`src/rtl/avst_pkt_monitor.sv`:
```
// Passive multi-channel Avalon-ST frame checker: framing, runt/giant and error
// statistics per stream, with sticky flags and saturating packet counters.
module avst_pkt_monitor #(
   parameter int N_CH    = 2,
   parameter int DATA_W  = 32,
   parameter int EMPTY_W = 2,
   parameter int ERR_W   = 6,
   parameter int CNT_W   = 32,
   parameter int LEN_W   = 16,
   parameter int MIN_LEN = 64,
   parameter int MAX_LEN = 1518
) (
   input  logic                     sys_clk,
   input  logic                     reset_n,
   input  logic                     clear,
   input  logic [N_CH-1:0]          mon_valid,
   input  logic [N_CH-1:0]          mon_ready,
   input  logic [N_CH-1:0]          mon_sop,
   input  logic [N_CH-1:0]          mon_eop,
   input  logic [N_CH*EMPTY_W-1:0]  mon_empty,
   input  logic [N_CH*ERR_W-1:0]    mon_error,
   output logic [N_CH*6-1:0]        sticky_err,
   output logic [N_CH*CNT_W-1:0]    pkt_count,
   output logic [N_CH*CNT_W-1:0]    err_pkt_count,
   output logic [N_CH*LEN_W-1:0]    last_len,
   output logic                     any_err
);

   localparam int BYTES = DATA_W / 8;
   localparam logic [LEN_W:0]   BYTES_X = (LEN_W+1)'(BYTES);
   localparam logic [LEN_W-1:0] LEN_SAT = '1;
   localparam logic [LEN_W-1:0] MIN_L   = LEN_W'(MIN_LEN);
   localparam logic [LEN_W-1:0] MAX_L   = LEN_W'(MAX_LEN);
   localparam logic [CNT_W-1:0] CNT_SAT = '1;

   typedef enum logic {IDLE, IN_PKT} state_t;

   logic [N_CH*6-1:0] flags_nxt_all;

   for (genvar c = 0; c < N_CH; c++) begin : g_ch
      logic               beat, sop, eop;
      logic [EMPTY_W-1:0] empty;
      logic [ERR_W-1:0]   err;
      state_t             state, state_nxt;
      logic [LEN_W-1:0]   len, len_nxt;
      logic               mark, mark_nxt;
      logic [5:0]         flags, flags_nxt, flags_ev;
      logic [CNT_W-1:0]   pkt_cnt, pkt_cnt_nxt, pkt_base;
      logic [CNT_W-1:0]   err_cnt, err_cnt_nxt, err_base;
      logic [LEN_W-1:0]   last, last_nxt;
      logic [LEN_W:0]     beat_bytes, sum;
      logic [LEN_W-1:0]   new_len;
      logic               beat_bad, done, runt, giant, pkt_bad;

      assign beat  = mon_valid[c] & mon_ready[c];
      assign sop   = mon_sop[c];
      assign eop   = mon_eop[c];
      assign empty = mon_empty[c*EMPTY_W +: EMPTY_W];
      assign err   = mon_error[c*ERR_W +: ERR_W];

      always_comb begin
         beat_bytes = eop ? BYTES_X - (LEN_W+1)'(empty) : BYTES_X;
         beat_bad   = (err != '0) | ((empty != '0) & ~eop);
         // A sop beat restarts the accumulator, so the old length is dropped
         sum        = (sop ? '0 : {1'b0, len}) + beat_bytes;
         new_len    = sum[LEN_W] ? LEN_SAT : sum[LEN_W-1:0];
         runt       = new_len < MIN_L;
         giant      = new_len > MAX_L;

         state_nxt = state;
         len_nxt   = len;
         mark_nxt  = mark;
         done      = 1'b0;
         flags_ev  = '0;
         if (beat) begin
            flags_ev[0] = err != '0;
            flags_ev[1] = (empty != '0) & ~eop;
            if (!sop && state == IDLE) begin
               flags_ev[2] = 1'b1;
            end else begin
               flags_ev[3] = sop & (state == IN_PKT);
               len_nxt     = new_len;
               mark_nxt    = (sop ? 1'b0 : mark) | beat_bad;
               if (eop) begin
                  done      = 1'b1;
                  state_nxt = IDLE;
               end else begin
                  state_nxt = IN_PKT;
               end
            end
         end
         pkt_bad = mark_nxt | runt | giant;
         if (done) begin
            flags_ev[4] = runt;
            flags_ev[5] = giant;
         end

         // clear zeroes the statistics first; same-cycle events land on top
         flags_nxt   = (clear ? '0 : flags) | flags_ev;
         pkt_base    = clear ? '0 : pkt_cnt;
         err_base    = clear ? '0 : err_cnt;
         last_nxt    = clear ? '0 : last;
         pkt_cnt_nxt = pkt_base;
         err_cnt_nxt = err_base;
         if (done) begin
            last_nxt = new_len;
            if (pkt_bad) begin
               if (err_base != CNT_SAT) err_cnt_nxt = err_base + CNT_W'(1);
            end else begin
               if (pkt_base != CNT_SAT) pkt_cnt_nxt = pkt_base + CNT_W'(1);
            end
         end
      end

      always_ff @(posedge sys_clk or negedge reset_n) begin
         if (!reset_n) begin
            state   <= IDLE;
            len     <= '0;
            mark    <= 1'b0;
            flags   <= '0;
            pkt_cnt <= '0;
            err_cnt <= '0;
            last    <= '0;
         end else begin
            state   <= state_nxt;
            len     <= len_nxt;
            mark    <= mark_nxt;
            flags   <= flags_nxt;
            pkt_cnt <= pkt_cnt_nxt;
            err_cnt <= err_cnt_nxt;
            last    <= last_nxt;
         end
      end

      assign flags_nxt_all[c*6 +: 6]        = flags_nxt;
      assign sticky_err[c*6 +: 6]           = flags;
      assign pkt_count[c*CNT_W +: CNT_W]    = pkt_cnt;
      assign err_pkt_count[c*CNT_W +: CNT_W] = err_cnt;
      assign last_len[c*LEN_W +: LEN_W]     = last;
   end

   always_ff @(posedge sys_clk or negedge reset_n) begin
      if (!reset_n) begin
         any_err <= 1'b0;
      end else begin
         any_err <= |flags_nxt_all;
      end
   end

endmodule

```
`config.mk`:
```
export PLATFORM = sky130hd
export DESIGN_NAME = avst_pkt_monitor
export DESIGN_NICKNAME = d
export VERILOG_FILES = /design/src/rtl/avst_pkt_monitor.sv
export SDC_FILE = /design/constraint.sdc
export NUM_CORES = 1
export LEC_CHECK = 0
export CAP_MARGIN = 20
export CORE_MARGIN = 8
export CORE_UTILIZATION = 49
export CTS_CLUSTER_SIZE = 24
export DETAILED_ROUTE_END_ITERATION = 8
export PLACE_DENSITY_LB_ADDON = 0.05
export SYNTH_ARGS = -nofsm -noshare
export SYNTH_HDL_FRONTEND = slang
export SYNTH_SLANG_ARGS = --single-unit
```
`constraint.sdc`:
```
create_clock -name sys_clk -period 3.7 [get_ports sys_clk]
set_clock_uncertainty 0.1 [all_clocks]
set_input_delay 0.555 -clock sys_clk [delete_from_list [all_inputs] [get_ports sys_clk]]
set_output_delay 0.555 -clock sys_clk [all_outputs]
set_load 0.01 [all_outputs]
```
* After elaboration in Yosys (flattened, before gate mapping)
Index checks and enable logic that the tools add are counted. W data, S select, Z words.
Storage, ports and cells: bits in registers 209, bits of input ports 27, output and inout bits 173, logic and storage cells 115
Cells by class: $add $sub $neg 8, magnitude comparators 4, equal/unequal tests 4, mux-type cells 49, bitwise operators 22, reductions and logical operators 13
Operators by type and width (count):
- $mux W32 | 16
- $add A32 B1 Y32 const B | 4
- $ne A32 B32 Y1 const B | 4
- $mux W16 | 7
- $add A16 B17 Y17 | 2
- $mux W17 | 2
- $gt A16 B11 Y1 const B | 2
- $lt A16 B7 Y1 const B | 2
- $mux W1 | 18
- $mux W6 | 2
- $or A6 B6 Y6 | 2
- $reduce_bool A6 Y1 | 2
- $reduce_or A12 Y1 | 1
- $mux W4 | 2
- $or A1 B1 Y1 | 8
- $reduce_bool A2 Y1 | 4
- $sub A3 B2 Y4 const A | 2
- $and A1 B1 Y1 | 6
- $not A1 Y1 | 6
- $mux W2 | 2
- $reduce_and A2 Y1 | 2
- $logic_and A1 B1 Y1 | 2
- $logic_not A1 Y1 | 2

* Logic depth before layout (Yosys ltp)
Gate-level depths: netlist of the first run.
depth in word-level cells 10, mapped depth 17, depth with buffers taken out 12

* Worst setup path after synthesis of the first run
Ideal clock, no wire load.
path kind input port to flip-flop, start point input mon_sop[1], end point register g_ch[1].pkt_cnt[15], setup time 0.078 ns, arrival time 4.187 ns, data required time 3.522 ns, slack -0.665 ns, stages on the path 15, buffers on the path 4, cells stage by stage clkbuf_1 -> clkbuf_1 -> clkbuf_1 -> nor2b_1 -> ha_1 -> fa_1 -> a21oi_1 -> o31ai_1 -> a221oi_2 -> o211ai_1 -> nand2b_4 -> a211o_1 -> buf_6 -> or4_1 -> a21oi_1
Between the ends: word-level cells in the longest chain between the ends 8, elaborated cells between the ends (all ways) 17, classes of those cells add/sub (1); order compare (2); mux (9); bitwise (3); reduce/logical (2)
Ends and longest elaborated chain:
- start, declared | RTL line 18 | input logic [N_CH-1:0] mon_sop,
- $mux W16, or another cell as far along | RTL line 65 | sum = (sop ? '0 : {1'b0, len}) + beat_bytes;
- $add A16 B17 Y17, or another cell as far along | RTL line 65
- $mux W16 or $mux W1 (tied branches) | RTL line 66, 78
- $lt A16 B7 Y1 or $mux W1 (tied branches) | RTL line 67, 75
- $or A1 B1 Y1 (2 in a row) | RTL line 92 | pkt_bad = mark_nxt | runt | giant;
- $mux W32 | RTL line 107 | if (pkt_bad) begin
- $mux W32 (*) | RTL line 105 | if (done) begin
- via g_ch[1].pkt_cnt_nxt[15] | RTL line 48 | logic [CNT_W-1:0] pkt_cnt, pkt_cnt_nxt, pkt_base;
- end signal, assigned | RTL line 129 | pkt_cnt <= pkt_cnt_nxt;
- end, declared | RTL line 48
The timed path passes the listed nets; every way through them passes the cells marked *. A chain may end at the register's enable or synchronous reset.

* Final worst setup path of the first run
start point input mon_empty[0], end point register g_ch[0].pkt_cnt[26]
Between the ends: word-level cells in the longest chain between the ends 10, elaborated cells between the ends (all ways) 16, classes of those cells add/sub (2); order compare (2); mux (6); bitwise (5); reduce/logical (1)
Ends and longest elaborated chain:
- start, declared | RTL line 20 | input logic [N_CH*EMPTY_W-1:0] mon_empty,
- branches (longest 7 deep; another with $add A16 B17 Y17)
- $or A1 B1 Y1 (*) | RTL line 92
- $mux W32 (*) | RTL line 107
- $mux W32 (*) | RTL line 105
- via g_ch[0].pkt_cnt_nxt[26] | RTL line 48
- end signal, assigned | RTL line 129
- end, declared | RTL line 48
Mark *: on every way through the listed nets, which the timed path passes.

==> flow_summary.toml, run 1 <==
[clock_network]
cts.sinks = 209
htreeDepth = 1
clkTransAtPathRegs_ps = 60
cts_buffers = 24
root_buffer = "clkbuf_16"
worstSkewPairLatency_ps = 520
clockBufferDepth = 3
cts_tree = "built"

[setup_path]
cpPeakStageDelay_ps = 580
path_class = "input pin to flip-flop"
crit_chain = "dlygate4sd2_1 -> inv_1 -> buf_4 -> buf_4 -> nor2_1 -> ha_2 -> fa_2 -> a21o_4 -> nand4_1 -> xor2_2 -> a211o_1 -> a221oi_4 -> buf_4 -> or4_4 -> buf_4 -> or3_1 -> a21oi_1"
end_kind = "flip-flop"
cp.required_ps = 4020
crit_top_cell = "buf_4"
r2r_start = "g_ch[1].len[0]$_DFFE_PN0P_"
slowest_stage = "or4_4"
cp_max_fo = 11
crit_path_start = "mon_empty[0]"
r2r_slack_ps = 80
rr_endpoint = "g_ch[1].pkt_cnt[17]$_DFF_PN0_"
critPathTopFamily = "simple AND/OR/NAND/NOR gates"
critPathLaunchType = "input pin"
r2r_cells = 14
critPathArrivalTime_ps = 3950
critPathBufInv = 6

[route]
drt_first_pass_iters = 5
vias = 11700
drc = 0
drt_iter0_drc = 1247
wire_per_inst_um = 18.5
drtAntennaViolNets = 0
drt-total-wl_um = 37400
viasPerCell = 5.79

[layout]
nNetsFinal = 1727
post-route-util = 0.701
drive_gt1_frac = 0.196
postLayoutCellArea_mm2 = 0.0170
diodes = 0
syn_to_final_growth_pct = 40.6

[die]
die_y_um = 173
fp.dieW_um = 173
initial_core_util = 0.499
die_area_mm2 = 0.0300
rows = 57
top_level_ports = 200
fp.coreArea_mm2 = 0.0242

[power]
ir_worst_vdd_mv = 0.358
power_leakage_nw = 6.90
power.density_mw_per_mm2 = 334

[placed_design]
post_dp_cell_area_mm2 = 0.0155
io_buffers = 199
place.gp.congestion = 0.887
hpwlAfterDp_um = 26300

[sta]
rsz0062_at_grt = "true"
min_period_ps = 3630
relSlewSlack = 0.523
slew_violations = 0
timing.final.crit_share = 0.981
hold_viol = 0
worstMarginPinSlew_ps = 716
fmax_mhz = 275
setup_viol = 0

[synthesis]
ys_ff_latch = 209
yosys_warnings = 0
syn_avg_cell_area_um2 = 8.86
yosysSeqAreaShare = 0.432
synth_nets = 1407
synth_flop_cell = "dfrtp_1"
synth_edf_count = 0
synth_cell_types = 80
ys_async_sr_fraction = 1.00
synth_cells = 1366
syn-cell-area_mm2 = 0.0121

[global_routing]
grt_pass1_vias = 11800
globalRouteOverflowTotal = 0
grt_max_degree = 86
antenna_found_initial = 0
grt_first_pass_wirelength_um = 62400
grt_usage = 0.245

[run_status]
outcome = "finished clean"

[flow_run]
max_cap_viol_count = 0

[min_path]
hold_path_class = "input pin to async pin"
-- metal layers --
metal,track usage,vias to the layer above,share of wire,wire (µm)
met4,0.0729,0,0.025,932
li1,-,5591,-,-
met5,0,-,0,0
met3,0.0503,62,0.065,2420
met2,0.399,379,0.46,17400
met1,0.325,5693,0.45,16700
-- worst reg2reg max path, delay by kind of cell (launching register included) --
family	cells	cell delay, ps
AOI/OAI and AO/OA	4	910
and+or+nand+nor	5	1040
buffers and inverters	3	470
adders and majority gates	2	610
DFF	1	390
-- timing repair --
action                     CTS  global route
pin swaps                   31            25
buffers inserted            17             4
setup endpoints to repair  102           108
gates cloned                 5             0
resized for setup           51            25
hold buffers                 0             0
-- cells in the final DEF, fill, tap and decap left out, types with 7 or more instances in the layout --
cell,Yosys,final
nor3_2,1,10
inv_1,34,33
and2_1,16,14
nor2b_1,57,54
xor2_1,10,9
and4_1,11,11
mux2_2,18,18
xnor2_1,46,45
nor3_1,29,19
mux2i_1,7,7
nand3_1,103,103
a21oi_1,76,68
or4_1,29,28
nor4_2,1,7
dfrtp_1,209,209
nor2_1,104,99
or2_2,8,8
a21o_1,8,7
nor4_1,20,14
nand4_1,47,47
nand2_1,127,126
o31ai_1,28,25
o21ai_0,100,99
buf_4,5,162
nand2b_1,11,10
clkdlybuf4s50_1,0,189
and3_1,25,25
buf_12,0,8
clkbuf_16,0,25
or3_1,40,39
-- cell type report --
type                    count  area, µm²
clock buffers              33        706
clock inverters             8        168
fillers                  1939       7240
inverters                  35        131
multi-input cells        1038       6820
flip-flops and latches    209       5230
well taps                 324        405
repair buffers            378       3550
-- cells in the mapped netlist, types with 29 or more instances --
cell type,instances,area (µm²)
xnor2_1,46,403
nand2_1,127,477
nand4_1,47,294
nor2_1,104,390
clkbuf_1,55,206
nor3_1,29,145
o21ai_0,100,500
nor2b_1,57,357
or4_1,29,218
a21oi_1,76,380
or3_1,40,250
nand3_1,103,515
inv_1,34,128
dfrtp_1,209,5230
-- metrics by stage --
step	setup TNS [ps]	power, W	instances	worst slack (ps)	hold WS [ps]
floorplan	-1290	0.00271	1366	-123	159
CTS	0	0.00571	2021	20.4	18.7
global route	-629	0.00589	2025	-75.3	30.1
finish	0	0.00568	2025	68.7	4.42
detailed placement	-80330	0.00302	1958	-787	366
global placement	-74410	0.00301	1958	-699	355
-- report_power, final --
group	total (W)	switching, W	leakage [nW]	internal (W)
Combinational	0.000660	0.000373	3.59	0.000287
Sequential	0.00239	0.0000465	2.89	0.00234
Clock	0.00263	0.000963	0.426	0.00167
-- worst max path at each step --
stage	cells past startpoint	endpoint
floorplan	14	g_ch[1].err_cnt[10]$_DFF_PN0_
global placement	15	g_ch[1].err_cnt[1]$_DFF_PN0_
detailed placement	14	g_ch[1].err_cnt[1]$_DFF_PN0_
CTS	16	g_ch[1].err_cnt[3]$_DFF_PN0_
global route	16	g_ch[0].err_cnt[9]$_DFF_PN0_
finish	17	g_ch[0].pkt_cnt[26]$_DFF_PN0_
-- kinds of logic after synthesis --
| group | after synthesis | synth area share |
|---|---|---|
| buffers and inverters | 119 | 0.0415 |
| XOR/XNOR | 56 | 0.0405 |
| AND/OR/NAND/NOR | 659 | 0.297 |
| flip-flops | 209 | 0.432 |
| adder cells (fa/ha/maj) | 14 | 0.0157 |
| AO/OA/AOI/OAI | 277 | 0.143 |
| multiplexers | 32 | 0.0300 |
-- flip-flops by register name (all words and copies together), names as in the netlist --
signal	count
g_ch.pkt_cnt	64
g_ch.mark	2
g_ch.err_cnt	64
g_ch.last	32
g_ch.len	32
g_ch.flags	12
g_ch.state	2
any_err	1
Note: power is estimated with default switching activity, not from simulation.
==> inputs of run 2 (changes only) <==
--- a/config.mk
+++ b/config.mk
@@ -10,7 +10,7 @@
 export CORE_UTILIZATION = 49
 export CTS_CLUSTER_SIZE = 24
 export DETAILED_ROUTE_END_ITERATION = 8
-export PLACE_DENSITY_LB_ADDON = 0.05
+export PLACE_DENSITY_LB_ADDON = 0.15
 export SYNTH_ARGS = -nofsm -noshare
 export SYNTH_HDL_FRONTEND = slang
 export SYNTH_SLANG_ARGS = --single-unit
==> flow_summary.toml, run 2 (same netlist as run 1, synthesis figures left out) <==
[run_status]
outcome = "finished clean"

[route]
drc = 0
met2WireLength_um = 17600
drt-total-wl_um = 37200
wl_met3_um = 2320
highest_layer = "met4"
drtAntennaViolNets = 0
met1_length_um = 16400
vias = 11900
drt_first_pass_iters = 5
viasPerCell = 5.83
drt_iter0_drc = 1111
wire_per_inst_um = 18.3

[global_routing]
antenna_found_initial = 0
grt_first_pass_wirelength_um = 62000
globalRouteOverflowTotal = 0
grt_max_degree = 76
grt_usage = 0.242
grt_pass1_vias = 12000

[clock_network]
clockBufferDepth = 3
clkTransAtPathRegs_ps = 60
cts_tree = "built"
cts_buffers = 24
cts.sinks = 209
root_buffer = "clkbuf_16"
worstSkewPairLatency_ps = 510
htreeDepth = 1

[setup_path]
r2r_cells = 13
critPathArrivalTime_ps = 3930
cp.required_ps = 3990
cpPeakStageDelay_ps = 620
cp_max_fo = 5
crit_chain = "dlygate4sd2_1 -> inv_2 -> ha_4 -> and2_4 -> fa_2 -> xnor2_2 -> nor2_1 -> a32oi_1 -> a211o_1 -> a221oi_2 -> buf_4 -> or4_4 -> buf_12 -> nor3_4 -> mux2_4"
critPathLaunchType = "input pin"
path_class = "input pin to flip-flop"
slowest_stage = "or4_4"
end_kind = "flip-flop"

[layout]
reg_top3 = "g_ch.err_cnt (64), g_ch.pkt_cnt (64)"
post-route-util = 0.703
syn_to_final_growth_pct = 40.9
stdcell_count = 2032
mostFrequentLayoutCells = "209 x dfrtp_1, 189 x clkdlybuf4s50_1, 164 x buf_4"
drive_gt1_frac = 0.203
mostFrequentLayoutCell = "dfrtp_1"
diodes = 0
nNetsFinal = 1731
num-fill-cells = 1845

[placed_design]
hpwlAfterDp_um = 25900
place.gp.congestion = 0.897
io_buffers = 199
dp.cells = 1963

[sta]
min_period_ps = 3640
hold_viol = 0
worstMarginPinSlew_ps = 628
slew_violations = 0
rsz0062_at_grt = "true"
timing.final.crit_share = 0.983
relSlewSlack = 0.580
setup_viol = 0
fmax_mhz = 275

[die]
fp.dieW_um = 173
die_area_mm2 = 0.0300
fp.coreArea_mm2 = 0.0242
die_y_um = 173
rows = 57
top_level_ports = 200
initial_core_util = 0.499

[power]
power_leakage_nw = 6.94
finalPower_w = 0.00560
power.density_mw_per_mm2 = 328
ir_worst_vdd_mv = 0.297

[flow_run]
max_cap_viol_count = 0

[min_path]
hold_path_class = "flip-flop to flip-flop"
holdPathStages = 2
-- run 2: changes by cell type in the layout (fill, tap and decap cells not counted), sizes merged --
cell | before | now
clkinv | 3 | 4
a211oi | 5 | 6
dlygate4sd3 | 0 | 1
buf | 179 | 178
clkbuf | 35 | 34
clkinvlp | 1 | 3
bufbuf | 1 | 3
bufinv | 5 | 3
inv | 34 | 37
or4 | 31 | 32
-- run 2: routing by layer --
layer,GRT usage,vias up
li1,-,5620
met1,0.317,5764
met2,0.400,408
met3,0.0473,63
met4,0.0751,0
met5,0,-
-- run 2: where the power goes --
part	leakage, nW	internal (W)	switching [W]	total, W
Clock	0.416	0.00155	0.000993	0.00255
Combinational	3.64	0.000297	0.000364	0.000660
Sequential	2.89	0.00234	0.0000502	0.00239
-- run 2: worst max-delay path: cells and delay by family --
| family | cells | cell delay [ps] |
|---|---|---|
| AOI/OAI and AO/OA | 3 | 420 |
| muxes | 1 | 320 |
| xor gates and xnor gates | 1 | 290 |
| and+or+nand+nor | 4 | 1050 |
| adders and majority gates | 2 | 630 |
| buffers and inverters | 4 | 660 |
-- run 2: worst paths after layout --
kind,from,to,slack (ps)
max reg2reg,g_ch[0].len[0]$_DFFE_PN0P_,g_ch[0].pkt_cnt[24]$_DFF_PN0_,80
min,g_ch[1].len[1]$_DFFE_PN0P_,g_ch[1].len[1]$_DFFE_PN0P_,380
max in group asynchronous,reset_n,g_ch[0].len[12]$_DFFE_PN0P_,2140
min in group asynchronous,reset_n,g_ch[1].pkt_cnt[30]$_DFF_PN0_,530
max,mon_empty[0],g_ch[0].pkt_cnt[24]$_DFF_PN0_,60
min reg2reg,g_ch[1].len[1]$_DFFE_PN0P_,g_ch[1].len[1]$_DFFE_PN0P_,380
-- run 2: cell type report --
cell class	count	area [µm²]	area share
Clock buffer	32	702	0.0412
Clock inverter	12	156	0.00918
Sequential cell	209	5230	0.307
Multi-Input combinational cell	1040	6840	0.401
Tap cell	324	405	0.0238
Inverter	35	131	0.00771
Timing Repair Buffer	380	3580	0.210
-- run 2: repair_timing --
item,in CTS,in global routing
resized for setup,55,28
gates cloned,8,0
hold buffers,1,0
buffers inserted,17,2
endpoints found under the hold margin,44,0
pin swaps,45,15
endpoints found under the setup margin,102,97
-- run 2: metrics by stage --
| step | hold WS (ps) | instance area [µm²] | setup TNS (ps) | worst slack [ps] |
|---|---|---|---|---|
| after floorplan | 159 | 12300 | -1290 | -123 |
| after global placement | 355 | 15500 | -72720 | -709 |
| after detailed placement | 363 | 15500 | -79230 | -782 |
| after CTS | 377 | 16900 | 0 | 27.1 |
| after global routing | 392 | 17000 | -171 | -60.2 |
| final | 381 | 17000 | 0 | 61.1 |
==> inputs of run 3 (changes only) <==
--- a/config.mk
+++ b/config.mk
@@ -7,10 +7,10 @@
 export LEC_CHECK = 0
 export CAP_MARGIN = 20
 export CORE_MARGIN = 8
-export CORE_UTILIZATION = 49
+export CORE_UTILIZATION = 54
 export CTS_CLUSTER_SIZE = 24
 export DETAILED_ROUTE_END_ITERATION = 8
-export PLACE_DENSITY_LB_ADDON = 0.15
+export PLACE_DENSITY = 0.81
 export SYNTH_ARGS = -nofsm -noshare
 export SYNTH_HDL_FRONTEND = slang
 export SYNTH_SLANG_ARGS = --single-unit
==> constraint.sdc (replaced) <==
create_clock -name sys_clk -period 3.4 [get_ports sys_clk]
set_clock_uncertainty 0.1 [all_clocks]
set_input_delay 0.51 -clock sys_clk [delete_from_list [all_inputs] [get_ports sys_clk]]
set_output_delay 0.51 -clock sys_clk [all_outputs]
set_load 0.01 [all_outputs]
==> flow_summary.toml, run 3 (same netlist as run 1, synthesis figures left out) <==
[run_status]
outcome = "finished, violations left"
violations = "negative setup slack"

[setup_path]
end_kind = "flip-flop"
r2r_cells = 15
path_class = "input pin to flip-flop"
slowest_stage = "or4_4"
critPathArrivalTime_ps = 4010
r2r_slack_ps = -300
crit_chain = "dlygate4sd2_1 -> inv_1 -> ha_4 -> and2_4 -> ha_4 -> a211oi_4 -> nor3_4 -> mux2_2 -> o31ai_2 -> a221oi_4 -> buf_4 -> or4_4 -> buf_6 -> buf_4 -> o21ai_2 -> a21oi_2"
cp_max_fo = 6
cp.required_ps = 3680
cpPeakStageDelay_ps = 520
critPathLaunchType = "input pin"

[route]
drtAntennaViolNets = 0
viasPerCell = 6.67
drt_iter0_drc = 1979
drc = 0
vias = 13800
wire_per_inst_um = 24.5
drt-total-wl_um = 50700
drt_first_pass_iters = 8

[placed_design]
io_buffers = 199
hpwlAfterDp_um = 27600
place.gp.congestion = 0.905
post_dp_cell_area_mm2 = 0.0160

[min_path]
holdPathStages = 2
hold_path_class = "input pin to flip-flop"

[die]
fp.dieW_um = 166
top_level_ports = 200
die_y_um = 166
fp.coreArea_mm2 = 0.0219
rows = 54
die_area_mm2 = 0.0274
initial_core_util = 0.553

[sta]
finalWorstSetupSlack_ps = -329
holdWs_ps = 351
timing.final.crit_share = 1.10
relSlewSlack = 0.204
min_period_ps = 3730
worstMarginPinSlew_ps = 1190
rsz0062_at_grt = "true"
slew_violations = 0
hold_viol = 0
fmax_mhz = 268
setup_viol = 106

[clock_network]
root_buffer = "clkbuf_16"
clkTransAtPathRegs_ps = 60
cts.sinks = 209
cts_buffers = 24
cts_tree = "built"
htreeDepth = 1
worstSkewPairLatency_ps = 530
clockBufferDepth = 3

[layout]
drive_gt1_frac = 0.321
mostFrequentLayoutCell = "dfrtp_1"
reg_top3 = "g_ch.err_cnt (64), g_ch.pkt_cnt (64)"
post-route-util = 0.867
nNetsFinal = 1815
num-fill-cells = 1078
postLayoutCellArea_mm2 = 0.0190
diodes = 0
syn_to_final_growth_pct = 56.9
mostFrequentLayoutCells = "209 x dfrtp_1, 203 x buf_4, 189 x clkdlybuf4s50_1"

[power]
p_int_w = 0.00470
p_seq_frac = 0.410
power_leakage_nw = 7.82
power.density_mw_per_mm2 = 333
clkPwrFrac = 0.454
ir_worst_vdd_mv = 0.324
p_sw_frac = 0.257
p_comb_frac = 0.136
p_sw_w = 0.00163

[global_routing]
globalRouteOverflowTotal = 0
grt_pass1_vias = 13500
antenna_found_initial = 0
grt_util_met1 = 0.384
grt_first_pass_wirelength_um = 72600
busiest_layer = "met2"
grt_max_degree = 89
grt_util_met2 = 0.518
use_met3 = 0.0703
grt_usage = 0.314

[flow_run]
max_cap_viol_count = 0
[run 3: cell count changes in the layout (fill, tap and decap cells not counted), sizes merged]
cell	delta
buf	+87
bufbuf	-3
inv	-3
bufinv	+2
clkinv	+2
or4	+2
a211oi	-1
clkbuf	-1
clkinvlp	-1
dlymetal6s2s	-1
o2111ai	+1
[run 3: critical path, delay by kind of cell]
family | cells | cell delay (ps)
AOI/OAI and AO/OA | 5 | 800
buffers and inverters | 5 | 800
adders and majority gates | 2 | 480
and+or+nand+nor | 3 | 1020
muxes | 1 | 400
[run 3: what timing repair did]
item,in CTS,in global routing
endpoints found under the hold margin,15,0
pin swaps,74,78
gates cloned,9,1
endpoints found under the setup margin,130,126
gates resized for setup,191,137
hold buffers,1,0
buffers inserted,44,26
[run 3: path summary, 6_finish.rpt]
kind	from	endpoint
setup / recovery	mon_empty[1]	g_ch[0].pkt_cnt[10]$_DFF_PN0_
hold / removal	clear	g_ch[1].err_cnt[22]$_DFF_PN0_
setup reg to reg	g_ch[0].len[0]$_DFFE_PN0P_	g_ch[0].pkt_cnt[10]$_DFF_PN0_
hold reg to reg	g_ch[1].len[1]$_DFFE_PN0P_	g_ch[1].len[1]$_DFFE_PN0P_
max in group asynchronous	reset_n	g_ch[0].pkt_cnt[15]$_DFF_PN0_
min in group asynchronous	reset_n	g_ch[1].pkt_cnt[26]$_DFF_PN0_
[run 3: cell type report]
cell class,count,area (µm²),area share
inverters,35,131,0.00692
flip-flops and latches,209,5230,0.275
clock buffers,32,672,0.0354
multi-input cells,1042,8050,0.424
repair buffers,462,4370,0.230
clock inverters,12,190,0.0100
well taps,280,350,0.0185
[run 3: layer usage]
metal / up-vias / wire length [µm]
met5: - / 0
li1: 5803 / -
met4: 0 / 3070
met1: 6685 / 18700
met3: 300 / 4900
met2: 1026 / 24100
[run 3: through the flow]
stage	power, W	setup slack (ps)	setup TNS, ps	std cells
2_1_floorplan	0.00296	-378	-23650	1366
3_3_place_gp	0.00330	-965	-108090	1958
3_5_place_dp	0.00331	-1090	-118600	1958
4_1_cts	0.00624	-211	-7710	2054
5_1_grt	0.00650	-434	-27990	2072
6_report	0.00633	-329	-14760	2072
[run 3: power by group through the flow]
stage | combinational (W) | clock [W] | sequential (W)
2_1_floorplan | 0.000335 | 0 | 0.00262
6_report | 0.000858 | 0.00287 | 0.00260
3_5_place_dp | 0.000678 | 0 | 0.00263
3_3_place_gp | 0.000664 | 0 | 0.00263
5_1_grt | 0.000913 | 0.00299 | 0.00260
4_1_cts | 0.000789 | 0.00286 | 0.00259
